[src/rtl/r200_pkg.sv]
// Shared definitions for the R200 fetch front end.
// Holds the NOP encoding, the PC step and the fetch FSM state type.
package r200_pkg;

  localparam logic [31:0] NOP    = 32'h0000_0013;
  localparam logic [31:0] PC_INC = 32'd4;

  typedef enum logic [2:0] {
    S_IDLE,
    S_REQ,
    S_WAIT,
    S_DROP,
    S_HOLD
  } state_t;

endpackage

[src/rtl/r200_ifid_reg.sv]
// IF/ID pipeline register: hold by default, load a fetched word,
// or flush to a NOP bubble (flush wins over load).
module r200_ifid_reg
  import r200_pkg::*;
#(
  parameter logic [31:0] RESET_PC = 32'h0000_0000
) (
  input  logic        clk,
  input  logic        rst,
  input  logic        i_load,
  input  logic        i_flush,
  input  logic [31:0] i_instr,
  input  logic [31:0] i_pc,
  input  logic [31:0] i_pcp4,
  output logic [31:0] o_instr,
  output logic [31:0] o_pc,
  output logic [31:0] o_pcp4,
  output logic        o_valid
);

  logic [31:0] r_instr;
  logic [31:0] r_pc;
  logic [31:0] r_pcp4;
  logic        r_valid;

  always_ff @(posedge clk) begin
    if (rst) begin
      r_instr <= NOP;
      r_pc    <= RESET_PC;
      r_pcp4  <= RESET_PC + PC_INC;
      r_valid <= 1'b0;
    end else if (i_flush) begin
      r_instr <= NOP;
      r_valid <= 1'b0;
    end else if (i_load) begin
      r_instr <= i_instr;
      r_pc    <= i_pc;
      r_pcp4  <= i_pcp4;
      r_valid <= 1'b1;
    end
  end

  assign o_instr = r_instr;
  assign o_pc    = r_pc;
  assign o_pcp4  = r_pcp4;
  assign o_valid = r_valid;

endmodule

[src/rtl/r200_if.sv]
// R200 instruction fetch stage: single-outstanding fetch FSM,
// one-entry skid buffer for decode stalls, redirect flushing.
module r200_if
  import r200_pkg::*;
#(
  parameter logic [31:0] RESET_PC = 32'h0000_0000
) (
  input  logic        clk,
  input  logic        rst,
  output logic        imem_req,
  output logic [31:0] imem_addr,
  input  logic [31:0] imem_rdata,
  input  logic        imem_valid,
  input  logic        stall,
  input  logic        redirect,
  input  logic [31:0] redirect_pc,
  output logic [31:0] instrn,
  output logic [31:0] pc_addrout,
  output logic [31:0] pcp4,
  output logic        id_valid
);

  state_t      r_state;
  state_t      w_nxt;
  logic [31:0] r_pc;
  logic [31:0] w_pc_nxt;
  logic [31:0] w_pc_inc;
  logic [31:0] r_skid_instr;
  logic [31:0] r_skid_pc;
  logic [31:0] r_skid_pcp4;
  logic        w_load;
  logic        w_flush;
  logic        w_use_skid;
  logic        w_skid_we;
  logic [31:0] w_ld_instr;
  logic [31:0] w_ld_pc;
  logic [31:0] w_ld_pcp4;

  assign w_pc_inc = r_pc + PC_INC;

  always_ff @(posedge clk) begin
    if (rst) begin
      r_state      <= S_IDLE;
      r_pc         <= RESET_PC;
      r_skid_instr <= NOP;
      r_skid_pc    <= RESET_PC;
      r_skid_pcp4  <= RESET_PC + PC_INC;
    end else begin
      r_state <= w_nxt;
      r_pc    <= w_pc_nxt;
      if (w_skid_we) begin
        r_skid_instr <= imem_rdata;
        r_skid_pc    <= r_pc;
        r_skid_pcp4  <= w_pc_inc;
      end
    end
  end

  always_comb begin
    w_nxt      = r_state;
    w_pc_nxt   = r_pc;
    w_load     = 1'b0;
    w_flush    = 1'b0;
    w_use_skid = 1'b0;
    w_skid_we  = 1'b0;
    unique case (r_state)
      S_IDLE: w_nxt = S_REQ;
      S_REQ: begin
        if (redirect) begin
          w_pc_nxt = redirect_pc;
          w_nxt    = S_DROP;
        end else begin
          w_nxt = S_WAIT;
        end
      end
      S_WAIT: begin
        if (redirect) begin
          w_pc_nxt = redirect_pc;
          w_nxt    = imem_valid ? S_REQ : S_DROP;
        end else if (imem_valid && !stall) begin
          w_load   = 1'b1;
          w_pc_nxt = w_pc_inc;
          w_nxt    = S_REQ;
        end else if (imem_valid) begin
          w_skid_we = 1'b1;
          w_nxt     = S_HOLD;
        end
      end
      S_HOLD: begin
        if (redirect) begin
          w_pc_nxt = redirect_pc;
          w_nxt    = S_REQ;
        end else if (!stall) begin
          w_load     = 1'b1;
          w_use_skid = 1'b1;
          w_pc_nxt   = w_pc_inc;
          w_nxt      = S_REQ;
        end
      end
      S_DROP: begin
        if (redirect) w_pc_nxt = redirect_pc;
        if (imem_valid) w_nxt = S_REQ;
      end
      default: w_nxt = S_IDLE;
    endcase
    // A consumed word with nothing new behind it becomes a bubble
    if (r_state != S_IDLE && (redirect || (!stall && !w_load)))
      w_flush = 1'b1;
  end

  assign w_ld_instr = w_use_skid ? r_skid_instr : imem_rdata;
  assign w_ld_pc    = w_use_skid ? r_skid_pc    : r_pc;
  assign w_ld_pcp4  = w_use_skid ? r_skid_pcp4  : w_pc_inc;

  assign imem_req  = (r_state == S_REQ);
  assign imem_addr = r_pc;

  r200_ifid_reg #(.RESET_PC(RESET_PC)) u_ifid (
    .clk     (clk),
    .rst     (rst),
    .i_load  (w_load),
    .i_flush (w_flush),
    .i_instr (w_ld_instr),
    .i_pc    (w_ld_pc),
    .i_pcp4  (w_ld_pcp4),
    .o_instr (instrn),
    .o_pc    (pc_addrout),
    .o_pcp4  (pcp4),
    .o_valid (id_valid)
  );

endmodule

[config.mk]
export PLATFORM = sky130hd
export DESIGN_NAME = r200_if
export DESIGN_NICKNAME = d
export VERILOG_FILES = /design/src/rtl/r200_pkg.sv /design/src/rtl/r200_ifid_reg.sv /design/src/rtl/r200_if.sv
export SDC_FILE = /design/constraint.sdc
export NUM_CORES = 1
export LEC_CHECK = 0
export ABC_AREA = 1
export CORE_UTILIZATION = 40
export DETAILED_ROUTE_END_ITERATION = 10
export SLEW_MARGIN = 20
export SYNTH_ARGS = -nofsm -noshare
export SYNTH_HDL_FRONTEND = slang
export SYNTH_SLANG_ARGS = --single-unit
[constraint.sdc]
create_clock -name clk -period 1.9 [get_ports clk]
set_input_delay 0.38 -clock clk [delete_from_list [all_inputs] [get_ports clk]]
set_output_delay 0.38 -clock clk [all_outputs]
set_load 0.01 [all_outputs]
Word level (Yosys, flattened, before mapping)
Cells that the tools add are included.
{"block": "word_totals", "regBits": 228, "inputBits": 69, "output_inout_bits": 130, "wordCells": 63}
{"block": "classes", "addsub": 1, "n_eq_ne": 9, "n_mux": 29, "n_bitwise": 1, "n_reduce_logical": 14}
{"op": "two-way mux 32 bit", "count": 8}
{"op": "one-hot mux 32 bit (3 select lines)", "count": 1}
{"op": "adder 32 x 3 -> 32 bit (second input constant)", "count": 1}
{"op": "two-way mux 3 bit", "count": 6}
{"op": "one-hot mux 3 bit (5 select lines)", "count": 1}
{"op": "two-way mux 1 bit", "count": 11}
{"op": "equality test 3 x 2 -> 1 bit (second input constant)", "count": 2}
{"op": "inequality test 3 bit (second input constant)", "count": 2}
{"op": "nonzero test 3 bit", "count": 2}
{"op": "inequality test 4 bit (second input constant)", "count": 1}
{"op": "AND reduction 4 bit", "count": 1}
{"op": "OR reduction 2 bit", "count": 2}
{"op": "equality test 3 x 1 -> 1 bit (second input constant)", "count": 1}
{"op": "equality test 3 bit (second input constant)", "count": 1}
{"op": "logical AND 1 bit", "count": 3}
{"op": "zero test 3 bit", "count": 1}
{"op": "AND reduction 3 bit", "count": 1}
{"op": "zero test 1 bit", "count": 2}
{"op": "two-way mux 2 bit", "count": 1}
{"op": "inequality test 2 x 1 -> 1 bit (second input constant)", "count": 1}
{"op": "inequality test 2 bit (second input constant)", "count": 1}
{"op": "one-hot mux 1 bit (2 select lines)", "count": 1}
{"op": "AND reduction 2 bit", "count": 1}
{"op": "logical OR 1 bit", "count": 1}
{"op": "inverter 1 bit", "count": 1}

Longest topological paths before layout
{"block": "logic_depth", "ltp_word": 12, "ltp_mapped": 11, "mapped_depth_nobuf": 11}

Cells and area by module
A second synthesis with hierarchy kept.
{"block": "hier_totals", "hier_cells": 1619, "hier_area_um2": 10518.8}
{"mod": "r200_if", "n_inst": 1, "cells_per_inst": 1065, "area_per_inst_um2": 6683.9, "seq_area_each_um2": 2582.5}
{"mod": "r200_ifid_reg", "n_inst": 1, "cells_per_inst": 554, "area_per_inst_um2": 3834.9, "seq_area_each_um2": 1941.9}

Least setup slack after synthesis
Ideal clock, no wire load.
{"block": "synth_path", "path_kind": "register -> register", "start": "reg r_pc[2] (netlist: imem_addr[2])", "end": "reg r_skid_pcp4[18]", "setup_ns": 0.113, "t_arrival_ns": 1.563, "t_required_ns": 1.787, "slack_ns": 0.224, "path_stages_with_launch": 10, "period_less_slack_ns": 1.676, "cell_sequence": "dfxtp_1 > ha_1 > nand2_1 > nor2_1 > nand2_1 > nor2_4 > nand2_1 > and2_1 > o21ai_1 > inv_1"}
{"block": "synth_between", "elab_chain_len": 1}
{"item": "start: declaration", "line": "r200_if.sv:25", "rtl": "logic [31:0] r_pc;"}
{"item": "start signal: assignment", "line": "r200_if.sv:50", "rtl": "r_pc <= w_pc_nxt;"}
{"item": "adder 32 x 3 -> 32 bit", "line": "r200_if.sv:39", "rtl": "assign w_pc_inc = r_pc + PC_INC;"}
{"item": "end signal: assignment", "line": "r200_if.sv:47", "rtl": "r_skid_pcp4 <= RESET_PC + PC_INC;"}
{"item": "end signal: assignment", "line": "r200_if.sv:54", "rtl": "r_skid_pcp4 <= w_pc_inc;"}
{"item": "end: declaration", "line": "r200_if.sv:30", "rtl": "logic [31:0] r_skid_pcp4;"}
Every way passes these cells.
A chain may end at the register's enable or synchronous reset.

Worst setup path in the final report
{"block": "layout_path", "start": "reg u_ifid.r_pc[29] (netlist: u_ifid.o_pc[29])", "end": "out pc_addrout[29]"}
{"item": "start: declaration", "line": "r200_ifid_reg.sv:22", "rtl": "logic [31:0] r_pc;"}
{"item": "start signal: assignment", "line": "r200_ifid_reg.sv:37", "rtl": "r_pc <= i_pc;"}
{"item": "end: declaration", "line": "r200_if.sv:18", "rtl": "output logic [31:0] pc_addrout,"}
No word-level cell between the ends.

==> metrics.txt <==
Worst-Skew Late Latency 0.53 ns; die area 0.0254 mm^2; Tightest Pin Transition 0.480 ns; GRT Util Overall 0.237; Synth Instances 1389; Setup Viol. Count Final 0; HP Class register to register; fillers 2388; CP Capture Type output port; routed vias/inst 5.09; port buffer count 198; final net count 1680; cell count after placement 1906; share of cells above drive strength 1 0.113; synth warn 0; Largest delay share family, worst path buffers and inverters; hpwl dp 21.4 mm; first-pass GRT wire length 48.9 mm; Critical path buffers and inverters 1; Mapped Area 0.00990 mm^2; FMAX 537 MHz; FF+latch count, synth 224; Max clock buf depth 3; Arr. time, crit path 1.48 ns; worst-path fanout max 2; initial core utilization 0.407; ANT cells 0; Synth area leader dfxtp_1; CP peak stage delay 0.56 ns; Slowest cell on crit path clkdlybuf4s50_1; clock skew 0.0140 ns; IR drop worst, VDD 0.599 mV; die height 159 um; critical path, cell by cell clkdlybuf4s50_1; largest net degree at the start of global routing 53; Post-CTS Hold Fix Bufs 0; Tcrit/Tclk final 0.981; post-route ant nets 0; first-pass detailed-route iteration total 5; P per Cell Area 965 mW/mm^2; Placer Congestion 0.915; Synth top area share 0.453; Synthesized Nets 1459; max_cap viols 0; setup TNS after final layout 0 ns; Slew Limit Fails 0; largest cells by area after synthesis dfxtp_1 (45%), nand2_1 (11%), o21ai_0 (9.7%), a21oi_1 (7.2%), nor2_1 (6.4%); register area 0.00452 mm^2; area grow syn2layout 38.8%; Clk pin slew, worst setup/hold paths 0.06 ns; CTS Sinks 224; CTS H-tree depth 1; Final Critical Period 1.86 ns; Leak 0.00574 uW; vias in the first global route 9073; sequential cell area fraction in the yosys report 0.453; Core ar. 0.0243 mm^2; Yosys cell types 33; TritonCTS buffer count 26; CTS tree yes; multi-input logic area 0.00464 mm^2; Syn Area/Cell 7.13 um^2; outcome completed; initial antenna violation count 0; Crit path required time 1.52 ns; Crit Path Category register to output port; Clock Tree Root clkbuf_16; drt drc 0; die width 159 um; gr ovfl total 0; IO Pins 199; RSZ-0062 raised after global routing no; std cell rows 57; Routed wire per std cell 15.8 um; non-filler cells, final 1950; WL final 30.7 mm; slew margin rel. 0.678; vias post-DR 9918; hold violation total from the final report 0; crit start category register; initial drt markers 739
[cell usage in the layout, fill, tap and decap left out, drive strengths merged]
cell,instances
a21o,3
a21oi,143
a31oi,37
and2,4
buf,95
bufinv,4
clkbuf,36
clkdlybuf4s50,170
clkinv,5
dfxtp,224
dlygate4sd2,22
dlymetal6s2s,5
ha,1
inv,86
nand2,292
nand3,54
nand3b,5
nand4,3
nor2,173
nor3,1
o211ai,7
o21a,31
o21ai,213
o21bai,3
or2,4
xnor2,4
xor2,1
[final timing paths]
path                                      from  slack (ns)  cells after the start                           end
hold reg to reg    r_skid_pcp4[2]$_SDFFE_PP1P_        0.45                      1   r_skid_pcp4[2]$_SDFFE_PP1P_
hold / removal     r_skid_pcp4[2]$_SDFFE_PP1P_        0.45                      1   r_skid_pcp4[2]$_SDFFE_PP1P_
setup reg to reg     imem_addr[3]$_SDFFE_PP0P_        0.13                     10  r_skid_pcp4[27]$_SDFFE_PP0P_
setup / recovery  u_ifid.o_pc[29]$_SDFFE_PP0P_        0.04                      1                pc_addrout[29]
[per-stage QoR]
step	hold slack [ns]	cell area, um^2	setup slack (ns)	total power, uW	utilization
2_1_floorplan	0.421	9900	0.224	6690	-
3_3_place_gp	0.431	12800	-0.204	8160	0.526
3_5_place_dp	0.436	12800	-0.251	8180	0.526
4_1_cts	0.447	13700	-0.0643	13400	0.564
5_1_grt	0.470	13700	0.00100	13900	0.565
6_report	0.445	13700	0.0364	13300	0.565
[state kept, by name, summed over array words and instances, names as in the netlist]
signal          cells
imem_addr          32
r_skid_instr       32
r_skid_pc          32
r_skid_pcp4        30
r_state             3
u_ifid.o_instr     32
u_ifid.o_pc        30
u_ifid.o_pcp4      32
u_ifid.o_valid      1
[repair_timing]
| item | CTS | global route |
|---|---|---|
| endpoints found under the setup margin | 33 | 18 |
| resized for setup | 57 | 13 |
| pin swaps | 0 | 2 |
| buffers inserted | 0 | 0 |
[routing by layer]
metal  wire length (um)  part of all wire  GRT usage
met1              14600              0.47      0.333
met2              13500              0.44      0.378
met3               2140             0.070     0.0479
met4                476             0.015     0.0476
met5                  0                 0          0
[area by class of cell]
type / count / area share
clock buffer: 36 / 0.0538
sequential: 224 / 0.329
inverter: 87 / 0.0240
clock inverter: 8 / 0.0102
tap: 324 / 0.0295
timing repair buffer: 292 / 0.216
multi-input combinational: 979 / 0.337
[report_power, final]
group,internal (uW),switching [uW]
Clock,3230,1960
Sequential,5020,300
Combinational,1210,1540
Total,9460,3800
[synthesized netlist by cell type]
master,n
nand2_1,287
dfxtp_1,224
o21ai_0,191
nor2_1,170
a21oi_1,143
inv_1,81
nand3_1,54
clkbuf_1,45
a31oi_1,37
buf_2,33
o21a_1,31
o21ai_1,22
buf_4,11
buf_6,7
o211ai_1,7
inv_2,6
nand3b_1,5
and2_1,4
nand2_2,4
or2_0,4
xnor2_1,4
a21o_1,3
o21bai_1,3
buf_1,2
nand4_1,2
nor2_4,2
clkbuf_2,1
ha_1,1
nand2_4,1
nand4_2,1
nor2_2,1
nor3_4,1
xor2_1,1
[logic make-up (layout without fill, tap and decap cells)]
kind of cell / Yosys count / count (layout) / synth area share
compound gates: 437 / 437 / 0.237
xor+xnor: 5 / 5 / 0.00442
fa+ha+maj: 1 / 1 / 0.00126
buf+inv: 186 / 423 / 0.0843
flops: 224 / 224 / 0.453
simple gates: 536 / 536 / 0.220
Note: power is estimated with default switching activity, not from simulation.
